**src/rtl/fp_divider.sv**
```systemverilog
// fp_divider: sequential IEEE-754 single divider, radix-2 restoring, one quotient bit per clock.
// Define FPDIV_ROUND_EN for round-to-nearest-even; otherwise the mantissa is truncated.
module fp_divider (
    input  logic        clk,
    input  logic        rst_n,
    input  logic        start,
    input  logic [31:0] a,
    input  logic [31:0] b,
    output logic        busy,
    output logic        done,
    output logic [31:0] result,
    output logic        div_by_zero,
    output logic        overflow,
    output logic        underflow
);
    typedef enum logic [1:0] {IDLE, DIV, NORM, DONE} state_t;
    state_t st, nxt;
    logic        accept, is_spec, spec, sign, sdbz, ge, hi, carry, inc, ovf, unf;
    logic        za, zb, ma_inf, mb_inf, nan_in;
    logic [31:0] spec_res, sres, norm_res;
    logic [9:0]  e, en0, ef;
    logic [23:0] mb, mant, rnd, diff;
    logic [24:0] r;
    logic [25:0] q;
    logic [4:0]  cnt;
    assign za       = a[30:23] == 8'd0;
    assign zb       = b[30:23] == 8'd0;
    assign ma_inf   = a[30:23] == 8'hFF;
    assign mb_inf   = b[30:23] == 8'hFF;
    assign nan_in   = (ma_inf & |a[22:0]) | (mb_inf & |b[22:0]) | (za & zb) | (ma_inf & mb_inf);
    assign is_spec  = za | zb | ma_inf | mb_inf;
    assign spec_res = nan_in ? 32'h7FC00000 :
                      ma_inf ? {a[31] ^ b[31], 8'hFF, 23'd0} :
                      mb_inf ? {a[31] ^ b[31], 31'd0} :
                      zb     ? {a[31] ^ b[31], 8'hFF, 23'd0} : {a[31] ^ b[31], 31'd0};
    assign accept   = start & (st == IDLE | st == DONE);
    assign busy     = st == DIV | st == NORM;
    assign done     = st == DONE;
    always_comb begin
        nxt = accept ? (is_spec ? NORM : DIV) :
              st == DIV ? (cnt == 5'd25 ? NORM : DIV) :
              st == NORM ? DONE : IDLE;
    end
    always_ff @(posedge clk or negedge rst_n)
        if (!rst_n) st <= IDLE;
        else st <= nxt;
    assign ge   = r >= {1'b0, mb};
    assign diff = r[23:0] - mb;
    // The quotient of two normalized mantissas lies in (0.5, 2), so the leading mantissa bit is
    // always 1 before rounding; a cleared lead bit afterwards can only mean a rounding carry.
    assign hi   = q[25];
    assign mant = hi ? q[25:2] : q[24:1];
    assign en0  = hi ? e : e - 10'd1;
`ifdef FPDIV_ROUND_EN
    logic guard, sticky;
    assign guard  = hi ? q[1] : q[0];
    assign sticky = (hi & q[0]) | (|r);
    assign inc    = guard & (sticky | mant[0]);
`else
    assign inc    = 1'b0;
`endif
    assign rnd      = mant + {23'd0, inc};
    assign carry    = ~rnd[23];
    assign ef       = en0 + {9'd0, carry};
    assign ovf      = $signed(ef) >= 10'sd255;
    assign unf      = $signed(ef) <= 10'sd0;
    assign norm_res = ovf ? {sign, 8'hFF, 23'd0} : unf ? {sign, 31'd0} : {sign, ef[7:0], rnd[22:0]};
    always_ff @(posedge clk or negedge rst_n) begin
        if (!rst_n) begin
            sign        <= 1'b0;
            e           <= '0;
            mb          <= '0;
            r           <= '0;
            q           <= '0;
            cnt         <= '0;
            spec        <= 1'b0;
            sres        <= '0;
            sdbz        <= 1'b0;
            result      <= '0;
            div_by_zero <= 1'b0;
            overflow    <= 1'b0;
            underflow   <= 1'b0;
        end else begin
            if (accept) begin
                sign <= a[31] ^ b[31];
                e    <= {2'b00, a[30:23]} - {2'b00, b[30:23]} + 10'd127;
                mb   <= {1'b1, b[22:0]};
                r    <= {2'b01, a[22:0]};
                q    <= '0;
                cnt  <= '0;
                spec <= is_spec;
                sres <= spec_res;
                sdbz <= zb & ~za & ~ma_inf;
            end else if (st == DIV) begin
                r   <= ge ? {diff, 1'b0} : {r[23:0], 1'b0};
                q   <= {q[24:0], ge};
                cnt <= cnt + 5'd1;
            end
            if (st == NORM) begin
                result      <= spec ? sres : norm_res;
                div_by_zero <= spec & sdbz;
                overflow    <= ~spec & ovf;
                underflow   <= ~spec & unf;
            end
        end
    end
endmodule
```
**config.mk**
```make
export PLATFORM = sky130hd
export DESIGN_NAME = fp_divider
export DESIGN_NICKNAME = d
export VERILOG_FILES = /design/src/rtl/fp_divider.sv
export SDC_FILE = /design/constraint.sdc
export NUM_CORES = 1
export LEC_CHECK = 0
export ABC_AREA = 1
export CAP_MARGIN = 25
export CORE_MARGIN = 2
export CORE_UTILIZATION = 55
export DETAILED_ROUTE_END_ITERATION = 8
export PLACE_DENSITY = 0.79
export SYNTH_ARGS = -nofsm -noshare
export SYNTH_HDL_FRONTEND = slang
export SYNTH_SLANG_ARGS = --single-unit
```
**constraint.sdc**
```tcl
create_clock -name clk -period 3.7 [get_ports clk]
set_clock_uncertainty 0.2 [all_clocks]
set_input_delay 0.555 -clock clk [delete_from_list [all_inputs] [get_ports clk]]
set_output_delay 0.555 -clock clk [all_outputs]
set_load 0.01 [all_outputs]
```
# Yosys cells after proc, flatten, opt, wreduce, memory -nomap -nowiden
# Index checks and enable logic that the tools add are counted.
# op_classes
order_cmp	3
reduce_logical	6
bitwise_logic	23
eq_ne	6
n_addsub	6
muxes	21
# op_table
cell	n
2-to-1 mux 31 bit	5
2-to-1 mux 25 bit	3
2-to-1 mux 32 bit	2
2-to-1 mux 26 bit	2
OR reduction 23 bit	2
>= comparator 25 x 24 -> 1 bit	1
2-to-1 mux 24 bit	1
subtractor 24 bit	1
== test 8 bit (second input constant)	2
logical NOT 8 bit	2
adder 10 x 1 -> 10 bit	1
adder 9 x 8 -> 10 bit (second input constant)	1
bitwise AND 1 bit	10
>= comparator 10 x 9 -> 1 bit (second input constant)	1
less-or-equal comparator 10 x 1 -> 1 bit (second input constant)	1
2-to-1 mux 10 bit	1
2-to-1 mux 2 bit	5
2-to-1 mux 5 bit	2
subtractor 10 x 1 -> 10 bit (second input constant)	1
subtractor 8 x 8 -> 9 bit	1
bitwise OR 1 bit	8
adder 5 x 1 -> 5 bit (second input constant)	1
== test 5 bit (second input constant)	1
== test 2 bit (second input constant)	2
5 further kinds	8
# word_totals
in_bits	67
ff_bits	162
word_cells	79
out_inout_bits	37

# Depth between registers and ports, before layout
# Gate-level depths: netlist of run 1.
# depth
word_depth	7
mapped_depth	21
mapped_depth_nobuf	19

# Worst setup path before layout of run 1
# No wires, ideal clock.
# synth_timing
path_kind	register to register
startpoint	reg q[25]
endpoint	reg result[22]
setup_slack_ns	1.039
setup_ns	0.117
synth_period_minus_slack_ns	2.661
arrival_ns	2.344
n_path_buf	3
path_stages_with_launch	20
cell_sequence	dfrtp_1 -> buf_6 -> clkbuf_1 -> xnor2_1 -> ha_1 -> ha_1 -> inv_1 -> a21oi_1 -> nand3_1 -> inv_1 -> nand2_1 -> inv_1 -> nand3_1 -> nand2_1 -> inv_1 -> nand2_2 -> nand2_8 -> buf_12 -> nand3_2 -> nand2_1
# synth_via
elab_chain_cells	7
elab_cells_between_ends	9
classes_between	add/sub (1); order compare (2); mux (5); bitwise (1)
# synth_lines
element	line_no	rtl
start: declaration	24	logic [25:0] q;
start signal: assignment	96	q <= {q[24:0], ge};
2-to-1 mux 24 bit	52	assign mant = hi ? q[25:2] : q[24:1];
inverter 1 bit	63	assign carry = ~rnd[23];
adder 10 x 1 -> 10 bit	64	assign ef = en0 + {9'd0, carry};
less-or-equal comparator 10 x 1 -> 1 bit	66	assign unf = $signed(ef) <= 10'sd0;
2-to-1 mux 31 bit	67	assign norm_res = ovf ? {sign, 8'hFF, 23'd0} : unf ? {sign, 31'd0} : {sign, ef[7:0], rnd[22:0]};
2-to-1 mux 31 bit (*)	67	
2-to-1 mux 32 bit (*)	100	result <= spec ? sres : norm_res;
end signal: assignment	100	
end: declaration	11	output logic [31:0] result,
# Mark *: on every way between the ends. The rest lies on a longest branch, timed or not.
# A chain may end at the register's enable or synchronous reset.

# Worst setup path after layout of run 1
# layout_timing
startpoint	reg r[2]
endpoint	reg r[4]
# layout_via
elab_chain_cells	4
elab_cells_between_ends	5
classes_between	add/sub (1); order compare (1); mux (3)
# layout_lines
element	line_no	rtl
start: declaration	23	logic [24:0] r;
start signal: assignment	88	r <= {2'b01, a[22:0]};
start signal: assignment	95	r <= ge ? {diff, 1'b0} : {r[23:0], 1'b0};
subtractor 24 bit / >= comparator 25 x 24 -> 1 bit (equally long branches)	48, 47	
2-to-1 mux 25 bit (*)	95	
2-to-1 mux 25 bit (*)	94	end else if (st == DIV) begin
2-to-1 mux 25 bit (*)	84	if (accept) begin
# Mark *: on every way between the ends. The rest lies on a longest branch, timed or not. The select of a mux whose other input is x is not followed.

==> results of run 1 <==
cells by family (layout without fill, tap and decap cells):
kind of cell               Yosys count  count (layout)  synth area share
buffers and inverters              210             320            0.0980
adders and majority gates           43              43            0.0633
xor gates and xnor gates            33              33            0.0339
and+or+nand+nor                    505             505             0.268
DFF                                133             133             0.381
AOI/OAI and AO/OA                  244             244             0.156
registers in the layout, summed over array words and instances, names as in the netlist, 2 cells and up:
| register | count |
|---|---|
| st | 2 |
| r | 25 |
| mb | 24 |
| sres | 3 |
| e | 10 |
| result | 32 |
| q | 26 |
| cnt | 5 |
metal layers:
metal | vias up | global-route usage
met5 | - | 0
met4 | 0 | 0.0917
met3 | 35 | 0.0426
met2 | 203 | 0.454
met1 | 3726 | 0.363
li1 | 4035 | -
area by class of cell:
class / count / area (sq um) / share of cell area
Clock buffer: 17 / 425 / 0.0404
Inverter: 173 / 654 / 0.0621
Sequential cell: 133 / 3330 / 0.316
Tap cell: 216 / 270 / 0.0256
Multi-Input combinational cell: 825 / 4560 / 0.432
Timing Repair Buffer: 116 / 1130 / 0.107
Clock inverter: 14 / 176 / 0.0167
Yosys cell counts (2+ instances only):
cell,number,area share
buf_12,2,0.0046
buf_1,2,0.00086
nand2_4,2,0.0026
inv_4,2,0.0014
o211ai_1,11,0.0094
a21oi_1,70,0.040
xor2_1,16,0.016
nor4_1,12,0.0086
o22ai_1,28,0.020
nor2_2,3,0.0021
nor2_1,66,0.028
nor2_4,5,0.0064
inv_2,4,0.0017
nand2_1,290,0.12
nand3_1,58,0.033
fa_1,2,0.0046
or2_2,2,0.0014
xnor2_1,16,0.016
nand3_2,24,0.027
a32o_1,2,0.0023
inv_1,164,0.070
nand2_2,2,0.0014
clkbuf_1,28,0.012
clkinv_1,3,0.0013
buf_6,4,0.0052
o21ai_0,107,0.061
o21bai_1,12,0.010
dfrtp_1,133,0.38
nand4_1,18,0.013
ha_1,41,0.059
nand3b_1,10,0.0086
nor3_1,11,0.0063
power groups by stage:
stage,clock (mW),sequential (mW),combinational [mW]
after CTS,1.75,2.38,5.98
after global placement,0,2.38,5.82
after detailed placement,0,2.40,5.93
after floorplan,0,2.40,4.30
after global routing,1.81,2.45,6.75
final,1.74,2.39,6.00
worst max-delay path, cell delays in order, from the launching register on:
cell and delay [ns]:
dfrtp_1 0.40, ha_1 0.34, a21oi_1 0.17, nand2_1 0.15, a21boi_1 0.27, inv_1 0.11, nand2_1 0.07, nand2_1 0.11
nand2_1 0.09, nand3_1 0.33, buf_4 0.38, nand2_1 0.10, nand2_1 0.05, o211ai_1 0.17
final timing paths:
check	from	endpoint	slack (ns)	depth (start not counted)
worst max-delay path	r[2]$_DFFE_PN0P_	r[4]$_DFFE_PN0P_	0.65	13
worst min-delay path	rst_n	result[27]$_DFFE_PN0P_	-0.05	1
worst max register to register	r[2]$_DFFE_PN0P_	r[4]$_DFFE_PN0P_	0.65	13
worst min register to register	mb[23]$_DFFE_PN0P_	mb[23]$_DFFE_PN0P_	0.26	2
max in group asynchronous	rst_n	r[23]$_DFFE_PN0P_	2.46	2
min in group clk	mb[23]$_DFFE_PN0P_	mb[23]$_DFFE_PN0P_	0.26	2
cells in the final DEF, fill, tap and decap left out, drive strengths merged, types with 28 or more instances in the layout:
cell type	Yosys	layout
o22ai	28	28
dfrtp	133	133
o21ai	109	109
nand2	295	295
a21oi	70	70
ha	41	41
nor2	74	74
clkdlybuf4s50	0	102
nand3	83	83
inv	170	174
==> impl_results.md, run 1 <==
- Status: complete, but fails checks
- Failing checks: negative hold slack
- Worst-Skew Late Latency: 0.43 ns
- Wl on met1: 10000 um
- Slack of the critical path: 0.647 ns
- Psw: 4.81 mW
- Synthesized net count: 1278
- Via count: 7999
- Non-filler cells, final: 1494
- 1st-iter DRT viols: 629
- DR pass1 iterations: 7
- RSZ-0062 raised after global routing: false
- Critical Path End Type: flop
- Library cells used by synthesis: 50
- Placement Cell Area: 9940 sq um
- Startpoint type of the worst setup path: flop
- Vias per std cell: 5.35
- Largest net degree at the start of global routing: 81
- Worst slack at placement: 0.652 ns
- Final Cell Area: 10500 sq um
- Tot Pwr: 10.1 mW
- Clock sinks: 133
- Met2 routed WL: 10700 um
- Final Core Density: 0.671
- Synth Flop Type: dfrtp_1
- Setup tns final: 0 ns
- WP data arrival: 3.19 ns
- CP Data Required Time: 3.84 ns
- Fraction of layout cells with a size suffix above 1: 0.0736
- Hold WC Path Type: in2async
- Post-synthesis sequential area ratio: 0.381
- WL final: 22100 um
- Synth Cell Area: 8740 sq um
- Fmax: 328 MHz
- Number of synthesized flops with an enable pin: 0
- Detail Placement HPWL: 16400 um
- Gpl congestion: 0.978
- Power share of the clock group: 0.171
- Max-cap violation count: 0
- N_diodes: 0
- Final Setup Violations: 0
- Yosys warnings: 0
- All-Layer GR Usage: 0.272
- FF+latch count, synth: 133
- Layout overhead on the synthesized area: 20.6%
- Max layer used: met4
- Lkg Pwr: 5.01 nW
- Resized Gates After CTS: 0
- IO Pins: 104
- P per Cell Area: 961 nW/um^2
- # hold bufs at CTS: 0
- Drt wl/cell: 14.8 um
- Pint: 5.32 mW
- WL met3: 881 um
- Net Sw Frac: 0.475
- Async set-reset flop share out of synthesis: 1.00
- Vias in the first global route: 7605
- Routed Antenna Nets: 0
- Die width: 130 um
- Gate power share: 0.593
- Post-CTS setup buffer count: 0
- H-tree depth: 4
- Peak supply drop: 0.554 mV
- Global-route wire length before repair: 36300 um
- Drt drc: 0
- Max-slew violations: 0
- Final nets: 1376
- Max Buffers Root-to-Sink: 2
- Synth Area per Inst: 7.49 sq um
- Mapped Cells: 1168
- Core ar.: 15700 sq um
- Overflow after GRT: 0
- Final hold violation count: 26
- DP Cell Count: 1463
- Root buffer cell: clkbuf_16
- Final min period: 3.05 ns
- Cts bufs inserted: 17
- Die area: 16900 sq um
- Part of the power in registers: 0.236
- Hold WS: -0.0496 ns
- CP Max Fanout: 29
- TritonCTS clock tree: done
- Die height: 130 um
- Initial antenna violation count: 0
- Setup CP Type: reg2reg
- Tcrit/Tclk final: 0.825
- Slew HR: 0.502
- Starting Density: 0.556
- # port buffers: 103
- Worst-margin pin slew: 0.740 ns
- # rows: 46
- Fillers: 1367
- Clock transition at path regs: 0.06 ns
Power figures use the tool's default switching activity.
==> inputs of run 2 (changes only) <==
clock period = 2.9 ns   (was 3.7 ns; I/O delays follow)
==> impl_results.md, run 2 (same netlist as run 1, synthesis figures left out) <==
- Die height: 130 um (unchanged)
- # rows: 46 (unchanged)
- Final hold violation count: 0 (-100%)
- DP Cell Count: 1483 (+1.4%)
- Gpl congestion: 0.990 (+1.3%)
- Final Setup Violations: 0 (unchanged)
- Non-filler cells, final: 1519 (+1.7%)
- Fmax: 362 MHz (+10%)
- R2r setup slk: 0.13 ns (-0.51 ns)
- Routing usage on met2: 0.458 (+0.00400)
- Initial antenna violation count: 0 (unchanged)
- Drt wl/cell: 14.7 um (-0.39%)
- # port buffers: 103 (unchanged)
- Post-CTS setup buffer count: 0 (unchanged)
- Hold WS: 0.259 ns (+0.308 ns)
- Die area: 16900 sq um (unchanged)
- Most frequent cells in the layout: nand2_1 (290), inv_1 (164), dfrtp_1 (133)
- Status: finished, final reports clean
- Largest net degree at the start of global routing: 62 (-23%)
- Root buffer cell: clkbuf_16
- Max-cap violation count: 0 (unchanged)
- Lkg Pwr: 5.13 nW (+2.4%)
- Commonest non-fill, non-tap cell in the layout: nand2_1
- Detail Placement HPWL: 16200 um (-0.95%)
- Starting Density: 0.556 (unchanged)
- WP data arrival: 2.93 ns (-0.26 ns)
- M3 GR Usage: 0.0504 (+0.00779)
- CP Capture Point: result[18]$_DFFE_PN0P_
- Worst-Skew Late Latency: 0.43 ns (about the same)
- CP Max Fanout: 6 (-79%)
- CP peak stage delay: 0.39 ns (about the same)
- Max reg flops: 32 (unchanged)
- Buf+Inv Stages, Crit Path: 5 (+3)
- Startpoint type of the worst setup path: flop
- Tcrit/Tclk final: 0.954 (+0.128)
- Delay-heaviest family, CP: simple AND/OR/NAND/NOR gates
- Vias in the first global route: 7904 (+3.9%)
- Biggest register: result
- 1st-iter DRT viols: 607 (-3.5%)
- Fillers: 1330 (-2.7%)
- Worst slack at placement: -0.0688 ns (-0.721 ns)
- Hold Crit Depth: 2
- Global-route wire length before repair: 36800 um (+1.3%)
- CP Data Required Time: 3.07 ns (-0.77 ns)
- Final Cell Area: 10800 sq um (+2.2%)
- Setup CP Type: reg2reg
- Routed Antenna Nets: 0 (unchanged)
- Max Buffers Root-to-Sink: 2 (unchanged)
- N_diodes: 0 (unchanged)
- Drt drc: 0 (unchanged)
- Placement Cell Area: 10100 sq um (+1.9%)
- Vias per std cell: 5.44 (+1.5%)
- P per Cell Area: 1220 nW/um^2 (+27%)
- Biggest regs: result x32, q x26, r x25
- Setup tns final: 0 ns (unchanged)
- Fraction of layout cells with a size suffix above 1: 0.0913 (+0.0178)
- DR pass1 iterations: 5 (-2)
- All-Layer GR Usage: 0.276 (+0.00426)
- Via count: 8258 (+3.2%)
- Max-slew violations: 0 (unchanged)
- Total stage count of the critical path: 17 (+4)
- H-tree depth: 4 (unchanged)
- Cts bufs inserted: 17 (unchanged)
- WL final: 22300 um (+1.3%)
- Slack of the critical path: 0.135 ns (-0.512 ns)
- Final nets: 1400 (+1.7%)
- Hold WC Path Type: reg2reg
- Crit path launch: e[0]$_DFFE_PN0P_
- Peak supply drop: 0.595 mV (+7.4%)
- TritonCTS clock tree: done
- Gr busiest metal: met2
- RR Startpoint: e[0]$_DFFE_PN0P_
- Slowest CP cell: dfrtp_1
- Cells along the critical path: buf_4 > xnor2_1 > ha_1 > ha_1 > inv_1 > a21oi_2 > nand3_1 > inv_1 > nand2_1 > o21ai_1 > nand2_1 > buf_4 > inv_1 > nand2_4 > nand2_4 > nand3_2 > nand2_1
- Final min period: 2.77 ns (-0.288 ns)
- Die width: 130 um (unchanged)
- Reg-to-reg critical path endpoint: result[18]$_DFFE_PN0P_
- Worst r2r path cells: 17 (+4)
- Critical Path End Type: flop
- Slew HR: 0.608 (+0.106)
- Layout overhead on the synthesized area: 23.2%
- Clock sinks: 133 (unchanged)
- Overflow after GRT: 0 (unchanged)
- Clock transition at path regs: 0.06 ns (about the same)
- Worst-margin pin slew: 0.580 ns (-0.160 ns)
- Grt met1 use: 0.360 (-0.00232)
- Core ar.: 15700 sq um (unchanged)
- IO Pins: 104 (unchanged)
run 2: cell count changes in the layout (fill, tap and decap cells not counted), sizes merged:
| cell | change |
|---|---|
| nor2 | +1 |
| bufinv | -2 |
| clkinv | -1 |
| clkinvlp | +2 |
| dlygate4sd3 | +1 |
| nand2 | +2 |
| buf | +20 |
| clkbuf | +2 |
run 2: report_power, final:
| group | internal, mW | total, mW | leakage [nW] | switching [mW] |
|---|---|---|---|---|
| Combinational | 3.07 | 8.01 | 3.15 | 4.93 |
| Sequential | 2.60 | 3.03 | 1.71 | 0.433 |
| Clock | 1.21 | 2.08 | 0.267 | 0.866 |
run 2: timing repair:
action                     4_1_cts  5_1_grt
hold endpoints to repair        59        0
cloned                           1        2
hold buffers                     1        0
resized for setup                1        7
setup endpoints to repair       19       54
pin swaps                        1        3
run 2: metal layers:
layer	part of all wire	routed length (um)	vias to the layer above
li1	-	-	4098
met1	0.45	9980	3865
met2	0.48	10700	246
met3	0.046	1030	49
met4	0.028	630	0
met5	0	0	-
run 2: stage by stage:
| step | power (mW) | utilization |
|---|---|---|
| floorplan | 8.55 | - |
| global placement | 10.7 | 0.645 |
| detailed placement | 10.8 | 0.645 |
| CTS | 13.0 | 0.682 |
| global route | 14.3 | 0.686 |
| finish | 13.1 | 0.686 |
run 2: worst register-to-register path, stage by stage, from the launching register on:
cell,delay (ns)
dfrtp_1,0.39
buf_4,0.15
xnor2_1,0.17
ha_1,0.19
ha_1,0.17
inv_1,0.07
a21oi_2,0.13
nand3_1,0.12
inv_1,0.07
nand2_1,0.08
o21ai_1,0.13
nand2_1,0.09
buf_4,0.15
inv_1,0.11
nand2_4,0.14
nand2_4,0.17
nand3_2,0.09
nand2_1,0.07
run 2: area by class of cell:
class | count | area (sq um) | area share
clock buffers | 19 | 443 | 0.0411
clock inverters | 13 | 123 | 0.0114
inverters | 173 | 654 | 0.0607
multi-input cells | 828 | 4630 | 0.430
flip-flops and latches | 133 | 3330 | 0.309
well taps | 216 | 270 | 0.0251
repair buffers | 137 | 1330 | 0.123
run 2: how the worst min path moves through the flow:
stage,slack (ns),end,start
final,0.26,mb[23]$_DFFE_PN0P_,mb[23]$_DFFE_PN0P_
after global routing,0.30,result[9]$_DFFE_PN0P_,result[9]$_DFFE_PN0P_
after CTS,0.26,mb[23]$_DFFE_PN0P_,mb[23]$_DFFE_PN0P_
after detailed placement,0.25,result[26]$_DFFE_PN0P_,rst_n
after global placement,0.24,mb[23]$_DFFE_PN0P_,mb[23]$_DFFE_PN0P_
after floorplan,-0.06,cnt[0]$_DFFE_PN0P_,rst_n
==> inputs of run 3 (changes only) <==
clock period = 3.4 ns   (was 2.9 ns; I/O delays follow)
==> impl_results.md, run 3 (same netlist as run 1, synthesis figures left out) <==
- Status: finished, final reports clean
- Setup tns final: 0 ns (unchanged)
- Psw: 5.17 mW (-17%)
- DR pass1 iterations: 5 (unchanged)
- Tot Pwr: 10.8 mW (-18%)
- Commonest non-fill, non-tap cell in the layout: nand2_1
- Max reg flops: 32 (unchanged)
- Part of the power in registers: 0.240 (+0.009)
- RSZ-0062 raised after global routing: false
- Global-route wire length before repair: 36200 um (-1.8%)
- Die width: 130 um (unchanged)
- Most frequent cells in the layout: nand2_1 (290), inv_1 (164), dfrtp_1 (133)
- # port buffers: 103 (unchanged)
- Gpl congestion: 0.972 (-1.8%)
- Drt drc: 0 (unchanged)
- Fmax: 353 MHz (-2.4%)
- Final Cell Area: 10500 sq um (-2.3%)
- Detail Placement HPWL: 16200 um (about the same)
- Gate power share: 0.607 (-0.004)
- # hold bufs at CTS: 1 (unchanged)
- Hold WC Path Type: reg2reg
- TritonCTS clock tree: done
- Layout overhead on the synthesized area: 20.4%
- WL final: 21500 um (-3.8%)
- Clock transition at path regs: 0.06 ns (about the same)
- IO Pins: 104 (unchanged)
- Clock sinks: 133 (unchanged)
- Resized Gates After CTS: 0 (-1)
- Net Sw Frac: 0.479 (+0.00345)
- CP Max Fanout: 16 (+10)
- Setup CP Type: reg2reg
- Max-slew violations: 0 (unchanged)
- Biggest regs: result x32, q x26, r x25
- Lkg Pwr: 5.00 nW (-2.6%)
- Hold WS: 0.274 ns (+0.0149 ns)
- Final hold violation count: 0 (unchanged)
- Worst-margin pin slew: 0.817 ns (+0.236 ns)
- Fillers: 1381 (+3.8%)
- WP data arrival: 2.93 ns (about the same)
- Starting Density: 0.556 (unchanged)
- N_diodes: 0 (unchanged)
- Final nets: 1379 (-1.5%)
- Peak supply drop: 0.500 mV (-16%)
- Routed Antenna Nets: 0 (unchanged)
- Die height: 130 um (unchanged)
- Tcrit/Tclk final: 0.833 (-0.120)
- Final min period: 2.83 ns (+0.0685 ns)
- Placement Cell Area: 9980 sq um (-1.5%)
- Core ar.: 15700 sq um (unchanged)
- # rows: 46 (unchanged)
- Initial antenna violation count: 0 (unchanged)
- CP Data Required Time: 3.50 ns (+0.43 ns)
- Max-cap violation count: 0 (unchanged)
- Power share of the clock group: 0.153 (-0.005)
- Slew HR: 0.450 (-0.158)
- All-Layer GR Usage: 0.269 (-0.00756)
- Worst-Skew Late Latency: 0.42 ns (about the same)
- Via count: 8071 (-2.3%)
- Pint: 5.63 mW (-18%)
- Final Setup Violations: 0 (unchanged)
- Vias in the first global route: 7667 (-3.0%)
- Fraction of layout cells with a size suffix above 1: 0.0741 (-0.0172)
- Overflow after GRT: 0 (unchanged)
- Max Buffers Root-to-Sink: 2 (unchanged)
- P per Cell Area: 1030 nW/um^2 (-16%)
- Vias per std cell: 5.39 (-0.89%)
- Post-CTS setup buffer count: 0 (unchanged)
- Startpoint type of the worst setup path: flop
- Cts bufs inserted: 17 (unchanged)
- Critical Path End Type: flop
- 1st-iter DRT viols: 643 (+5.9%)
- Drt wl/cell: 14.3 um (-2.5%)
- H-tree depth: 4 (unchanged)
- Die area: 16900 sq um (unchanged)
- Root buffer cell: clkbuf_16
- Largest net degree at the start of global routing: 72 (+16%)
- Biggest register: result
-- run 3: changes by cell type in the layout (fill, tap and decap cells not counted), sizes merged --
cell,before,now
inv,174,173
nor2,75,74
clkinvlp,4,3
buf,34,16
nand2,297,295
clkinv,7,10
bufinv,1,0
-- run 3: per-stage QoR --
stage / setup slack [ns] / util / cells
6_report: 0.566 / 0.670 / 1498
5_1_grt: 0.278 / 0.670 / 1498
3_5_place_dp: 0.390 / 0.635 / 1465
3_3_place_gp: 0.447 / 0.635 / 1465
2_1_floorplan: 0.739 / - / 1168
4_1_cts: 0.577 / 0.670 / 1498
-- run 3: path summary, 6_finish.rpt --
check	from	to	slack, ns	cells after the start
max in group asynchronous	rst_n	mb[14]$_DFFE_PN0P_	1.78	3
min	mb[23]$_DFFE_PN0P_	mb[23]$_DFFE_PN0P_	0.27	2
max	r[2]$_DFFE_PN0P_	r[18]$_DFFE_PN0P_	0.57	14
min reg2reg	mb[23]$_DFFE_PN0P_	mb[23]$_DFFE_PN0P_	0.27	2
max reg2reg	r[2]$_DFFE_PN0P_	r[18]$_DFFE_PN0P_	0.57	14
min in group asynchronous	rst_n	result[28]$_DFFE_PN0P_	0.45	2
-- run 3: routing by layer --
metal  share of wire  wire, um  track usage  vias to the layer above
li1                -         -            -                     4046
met1            0.45      9690        0.364                     3741
met2            0.47     10200        0.444                      245
met3           0.048      1040       0.0340                       39
met4           0.027       575       0.0993                        0
met5               0         0            0                        -
-- run 3: worst max-delay path, cell delays in order (launching register included) --
cell      delay, ns
dfrtp_1        0.40
ha_1           0.34
a21oi_1        0.16
nand2_1        0.15
a21boi_1       0.30
inv_1          0.10
nand2_1        0.07
nand2_1        0.11
nand2_1        0.10
nand3_1        0.09
buf_4          0.20
inv_1          0.24
nand2_1        0.09
nand3_1        0.10
nand3_1        0.07
-- run 3: final cells by class --
cell class	count	area, sq um	share of cell area
Timing Repair Buffer	119	1180	0.112
Inverter	173	654	0.0622
Clock buffer	19	433	0.0411
Clock inverter	13	103	0.00975
Tap cell	216	270	0.0257
Multi-Input combinational cell	825	4560	0.433
Sequential cell	133	3330	0.316
-- run 3: power groups by stage --
stage / logic [mW] / clock network, mW / registers, mW
after floorplan: 4.68 / 0 / 2.61
after global placement: 6.39 / 0 / 2.58
after detailed placement: 6.47 / 0 / 2.61
after CTS: 6.53 / 1.68 / 2.58
after global routing: 7.42 / 1.74 / 2.66
final: 6.56 / 1.65 / 2.59
==> RTL edit 1, RTL diff (config.mk and constraints of run 2) <==
Build with the macro `FPDIV_ROUND_EN` defined.
--- a/src/rtl/fp_divider.sv
+++ b/src/rtl/fp_divider.sv
@@ -1,4 +1,6 @@
 // fp_divider: sequential IEEE-754 single divider, radix-2 restoring, one quotient bit per clock.
 // Define FPDIV_ROUND_EN for round-to-nearest-even; otherwise the mantissa is truncated.
+`define FPDIV_ROUND_EN
+
 module fp_divider (
     input  logic        clk,
Formal check against the unedited RTL: no difference found for any inputs over 10 cycles, from zero or initial values and one cycle with rst_n low; that may be too few to reach the edited logic, so the function may still have changed.
==> RTL edit 1 against run 2 <==
  * The flow now finishes with violations (negative setup slack)
  * Worst setup slack worse by 780 ps
  * First-iteration DRC count up 11%
  * Sequential cell count stayed put
  * Area after synthesis increased by 7.2%
  * Wire length is 18% higher
  * Power is 6.3% higher
  * Final area grew 16%
  * Critical path type unchanged
==> RTL edit 1: results (changes against run 2) <==
[global_routing]
grt_pass1_wl_um = 42900  ; was 36,800 um
grt.met2_usage_pct = 52.2  ; was 45.8%
track_usage_pct = 29.4  ; was 27.6%
grt_pass1_vias = 9418  ; was 7,904
grtUsageMet3_pct = 4.13  ; was 5.04%

[timing]
fin_tns_setup_ps = -18720  ; was 0 ps
tightest_slew_ps = 689  ; was 580 ps
fin_ws_ps = -641  ; was 135 ps
fin_hold_ws_ps = 276  ; was 259 ps
setup_viol_count_final = 33  ; was 0

[drt]
wire_per_inst_um = 14.9  ; was 14.7 um
route.met3.wl_um = 1290  ; was 1030 um
route.met2.wl_um = 13400  ; was 10,700 um
met1_length_um = 10700  ; was 9980 um
initialDrtViolationCount = 676  ; was 607
num_vias = 9681  ; was 8,258

[final_layout]
clock_area_share_pct = 4.95  ; was 5.25%
buf_share_pct = 17.6  ; was 12.3%
post-route-cell-area_um2 = 12500  ; was 10,800 um^2
sh_seq_area_pct = 26.6  ; was 30.9%
finalNetCount = 1644  ; was 1,400
seq_cell_count = 133  ; unchanged
multi_input_area_share_pct = 42.8  ; was 43.0%
instances_no_fill = 1766  ; was 1,519
fillers = 1242  ; was 1,330
nNonClkBuffers = 240  ; was 137
drive_above_1_share_pct = 17.5  ; was 9.13%

[worst_setup_path]
r2r_cells = 23  ; was 17
r2r_setup_slack_ps = -640  ; was 130 ps
crit_end = result[20]  ; was result[18]
crit_slowest_cell = dfrtp_2  ; was dfrtp_1
critPathArrivalTime_ps = 3660  ; was 2930 ps
max_stage_delay_ps = 410  ; was 390 ps

[synth]
ys_top_cells_by_count = 337 x nand2_1, 183 x inv_1, 133 x dfrtp_1  ; was 290 x nand2_1, 164 x inv_1, 133 x dfrtp_1
synthCells = 1313  ; was 1,168
synth_nets = 1424  ; was 1,278
synth_seq_area_share_pct = 35.5  ; was 38.1%
synth_area_leaders = dfrtp_1 36%, nand2_1 14%, inv_1 7.3%  ; was dfrtp_1 38%, nand2_1 12%, inv_1 7.0%

[run_status]
violations = negative setup slack
outcome = finished, violations left  ; was finished, final reports clean

[placement]
dp.cells = 1715  ; was 1,483
pre_cts_ws_ps = -608  ; was -68.8 ps
place_area_um2 = 11500  ; was 10,100 um^2
hpwl_um = 19100  ; was 16,200 um

[hold_path]
holdCritStartpoint = result[7]  ; was mb[23]

[pwr]
p_leak_uw = 0.00596  ; was 0.00513 uW
ir_drop_v = 0.000866  ; was 0.000595 V

-- RTL edit 1: changes by cell type in the layout (fill, tap and decap cells not counted), moves of 13 or more --
cell / change
nand2_1: +36
a21oi_1: -28
xor2_1: +14
o21ai_0: -14
nor4_1: +13
nor2_1: +27
inv_1: +16
buf_4: +93
o21ai_2: +13
nand2_2: +22
-- RTL edit 1: where the power goes --
group	switching, uW	internal [uW]	total, uW
combinational	5080	3500	8590
clock	813	1480	2290
sequential	484	2570	3060
-- RTL edit 1: kinds of logic after synthesis --
family / count (synthesis) / share of synthesized area (%)
and+or+nand+nor: 638 / 30.8
buffers and inverters: 231 / 10.1
AOI/OAI and AO/OA: 227 / 13.9
DFF: 133 / 35.5
adders and majority gates: 44 / 6.04
xor gates and xnor gates: 40 / 3.74
==> RTL edit 2, RTL diff (config.mk and constraints of run 2) <==
Made on the original files. Put a register stage on the outputs `busy` and `done`, without a reset. The values now appear one clock later. The other outputs are not delayed to match.
--- a/src/rtl/fp_divider.sv
+++ b/src/rtl/fp_divider.sv
@@ -35,6 +35,8 @@
                       zb     ? {a[31] ^ b[31], 8'hFF, 23'd0} : {a[31] ^ b[31], 31'd0};
     assign accept   = start & (st == IDLE | st == DONE);
-    assign busy     = st == DIV | st == NORM;
-    assign done     = st == DONE;
+    always_ff @(posedge clk) begin
+        busy <= st == DIV | st == NORM;
+        done <= st == DONE;
+    end
     always_comb begin
         nxt = accept ? (is_spec ? NORM : DIV) :
Check against the original RTL: not equivalent (Yosys sat finds a counterexample within 4 cycles, from zero or initial values and one cycle with rst_n low).
==> RTL edit 2 against run 2 <==
  * Wire length fell by 1.0%
  * Critical path depth decreased by 5
  * Fmax rose by 2.5%
  * Final area shrank 2.1%
  * Via count decreased by 1.8%
  * Power decreased by 3.6%
  * Sequential cell count is 2 higher
  * Area after synthesis down 1.6%
  * Worst setup slack improved by 67 ps
  * Critical endpoint is now r[17]
  * Largest cell class unchanged
  * Highest routed layer unchanged
==> RTL edit 2: results (changes against run 2) <==
[placement]
gp_congestion = 1.03  ; was 0.990
portBuffers = 103  ; unchanged
hpwl_um = 15900  ; was 16,200 um
pre_cts_ws_ps = -75.4  ; was -68.8 ps
place_area_um2 = 9930  ; was 10,100 um^2

[worst_setup_path]
crit_end = r[17]  ; was result[18]
r2r_cells = 12  ; was 17
worst_setup_path_startpoint = mb[0]  ; was e[0]
crit_slowest_cell = fa_1  ; was dfrtp_1
path_max_fanout = 3  ; was 6
critPathArrivalTime_ps = 2820  ; was 2930 ps
cp_top_family = compound AO/OA/AOI/OAI gates  ; was simple AND/OR/NAND/NOR gates
max_stage_delay_ps = 440  ; was 390 ps

[run_status]
outcome = finished, final reports clean  ; unchanged

[final_layout]
fillers = 1280  ; was 1,330
reg.largest.list = result x32, q x26, r x25  ; unchanged
finalNetCount = 1392  ; was 1,400
drive_above_1_share_pct = 7.18  ; was 9.13%
diodes = 0  ; unchanged

[synth]
ys_top_cells_by_count = 304 x nand2_1, 166 x inv_1, 133 x dfrtp_1  ; was 290 x nand2_1, 164 x inv_1, 133 x dfrtp_1
synth_ff_type = dfrtp_1  ; unchanged
avgSynthCellArea_um2 = 7.32  ; was 7.49 um^2
synth_seq_area_share_pct = 39.2  ; was 38.1%
synth_nets = 1284  ; was 1,278
async_flop_share_pct = 98.5  ; was 100%
ys_types = 46  ; was 50
ys_warn_count = 0  ; unchanged
synth_area_leaders = dfrtp_1 39%, nand2_1 13%, inv_1 7.2%  ; was dfrtp_1 38%, nand2_1 12%, inv_1 7.0%

[global_routing]
grt_max_degree = 61  ; was 62
antenna_found_initial = 0  ; unchanged
grt_pass1_vias = 7923  ; was 7,904
track_usage_pct = 28.1  ; was 27.6%
grt_pass1_wl_um = 37200  ; was 36,800 um

[timing]
hold_viol = 0  ; unchanged
tightest_slew_ps = 649  ; was 580 ps
fin_ws_ps = 201  ; was 135 ps

[drt]
wire_per_inst_um = 14.7  ; about the same
num_vias = 8106  ; was 8,258
final_antenna_net_count = 0  ; unchanged
initialDrtViolationCount = 563  ; was 607
via_per_inst = 5.38  ; was 5.44

[cts]
cts_inserted_buffers = 17  ; unchanged
cts.path.max_buffers = 2  ; unchanged
cts_root_buf = clkbuf_16  ; unchanged
clk_pin_slew_ps = 60  ; about the same
post_cts_buffers = 0  ; unchanged
clk_latency_ps = 430  ; about the same

[hold_path]
hp-class = input pin to asynchronous set/reset pin  ; was flop to flop

[pwr]
p_leak_uw = 0.00504  ; was 0.00513 uW
powerDensity_nw_per_um2 = 1200  ; was 1220 nW/um^2
ir_drop_v = 0.000763  ; was 0.000595 V

==> RTL edit 2: cell types whose count changed in the layout (fill, tap and decap cells not counted), sizes merged, moves of 9 or more <==
cell / run 2 / this run
a21oi: 70 / 51
nand3: 83 / 65
nand2: 297 / 311
buf: 34 / 25
nor2: 75 / 84
==> RTL edit 2: power by group <==
group	leakage [uW]	switching (uW)	internal (uW)
Combinational	0.00303	4640	2800
Clock	0.000283	940	1210
Sequential	0.00173	439	2610
==> RTL edit 2: cell families after synthesis <==
logic type               count (synthesis)  share of synthesized area [%]
AND/OR/NAND/NOR                        519                           26.3
adder cells (fa/ha/maj)                 43                           6.43
flip-flops                             135                           39.2
buffers and inverters                  214                           9.72
AO/OA/AOI/OAI                          234                           15.3
XOR/XNOR                                29                           3.04
==> RTL edit 2: worst min-delay path by stage <==
stage	slack [ps]	from	endpoint	cells past startpoint
after floorplan	-60	rst_n	cnt[0]	0
after global placement	140	rst_n	result[30]	1
after detailed placement	140	rst_n	result[30]	1
after CTS	230	rst_n	result[28]	2
after global routing	250	rst_n	result[28]	2
final	240	rst_n	result[28]	2
==> RTL edit 2: final cells by class <==
type                    count  area share (%)
well taps                 211            2.50
flip-flops and latches    135            31.9
multi-input cells         825            41.8
inverters                 175            6.23
clock buffers              17            4.03
clock inverters            15            1.53
repair buffers            128            11.9
==> RTL edit 2: metrics by stage <==
| stage | total power [uW] | setup TNS, ps |
|---|---|---|
| 2_1_floorplan | 8250 | 0 |
| 3_3_place_gp | 10200 | -12.5 |
| 3_5_place_dp | 10300 | -117 |
| 4_1_cts | 12600 | 0 |
| 5_1_grt | 13700 | 0 |
| 6_report | 12600 | 0 |
==> RTL edit 2: timing repair <==
action,in CTS,in global routing
hold buffers,1,0
endpoints found under the hold margin,18,0
resized for setup,0,4
setup endpoints to repair,0,25
==> RTL edit 2: layer usage <==
| metal | GRT usage [%] | wire (um) |
|---|---|---|
| met1 | 35.8 | 9760 |
| met2 | 48.6 | 10800 |
| met3 | 4.62 | 892 |
| met4 | 10.2 | 637 |
| met5 | 0 | 0 |
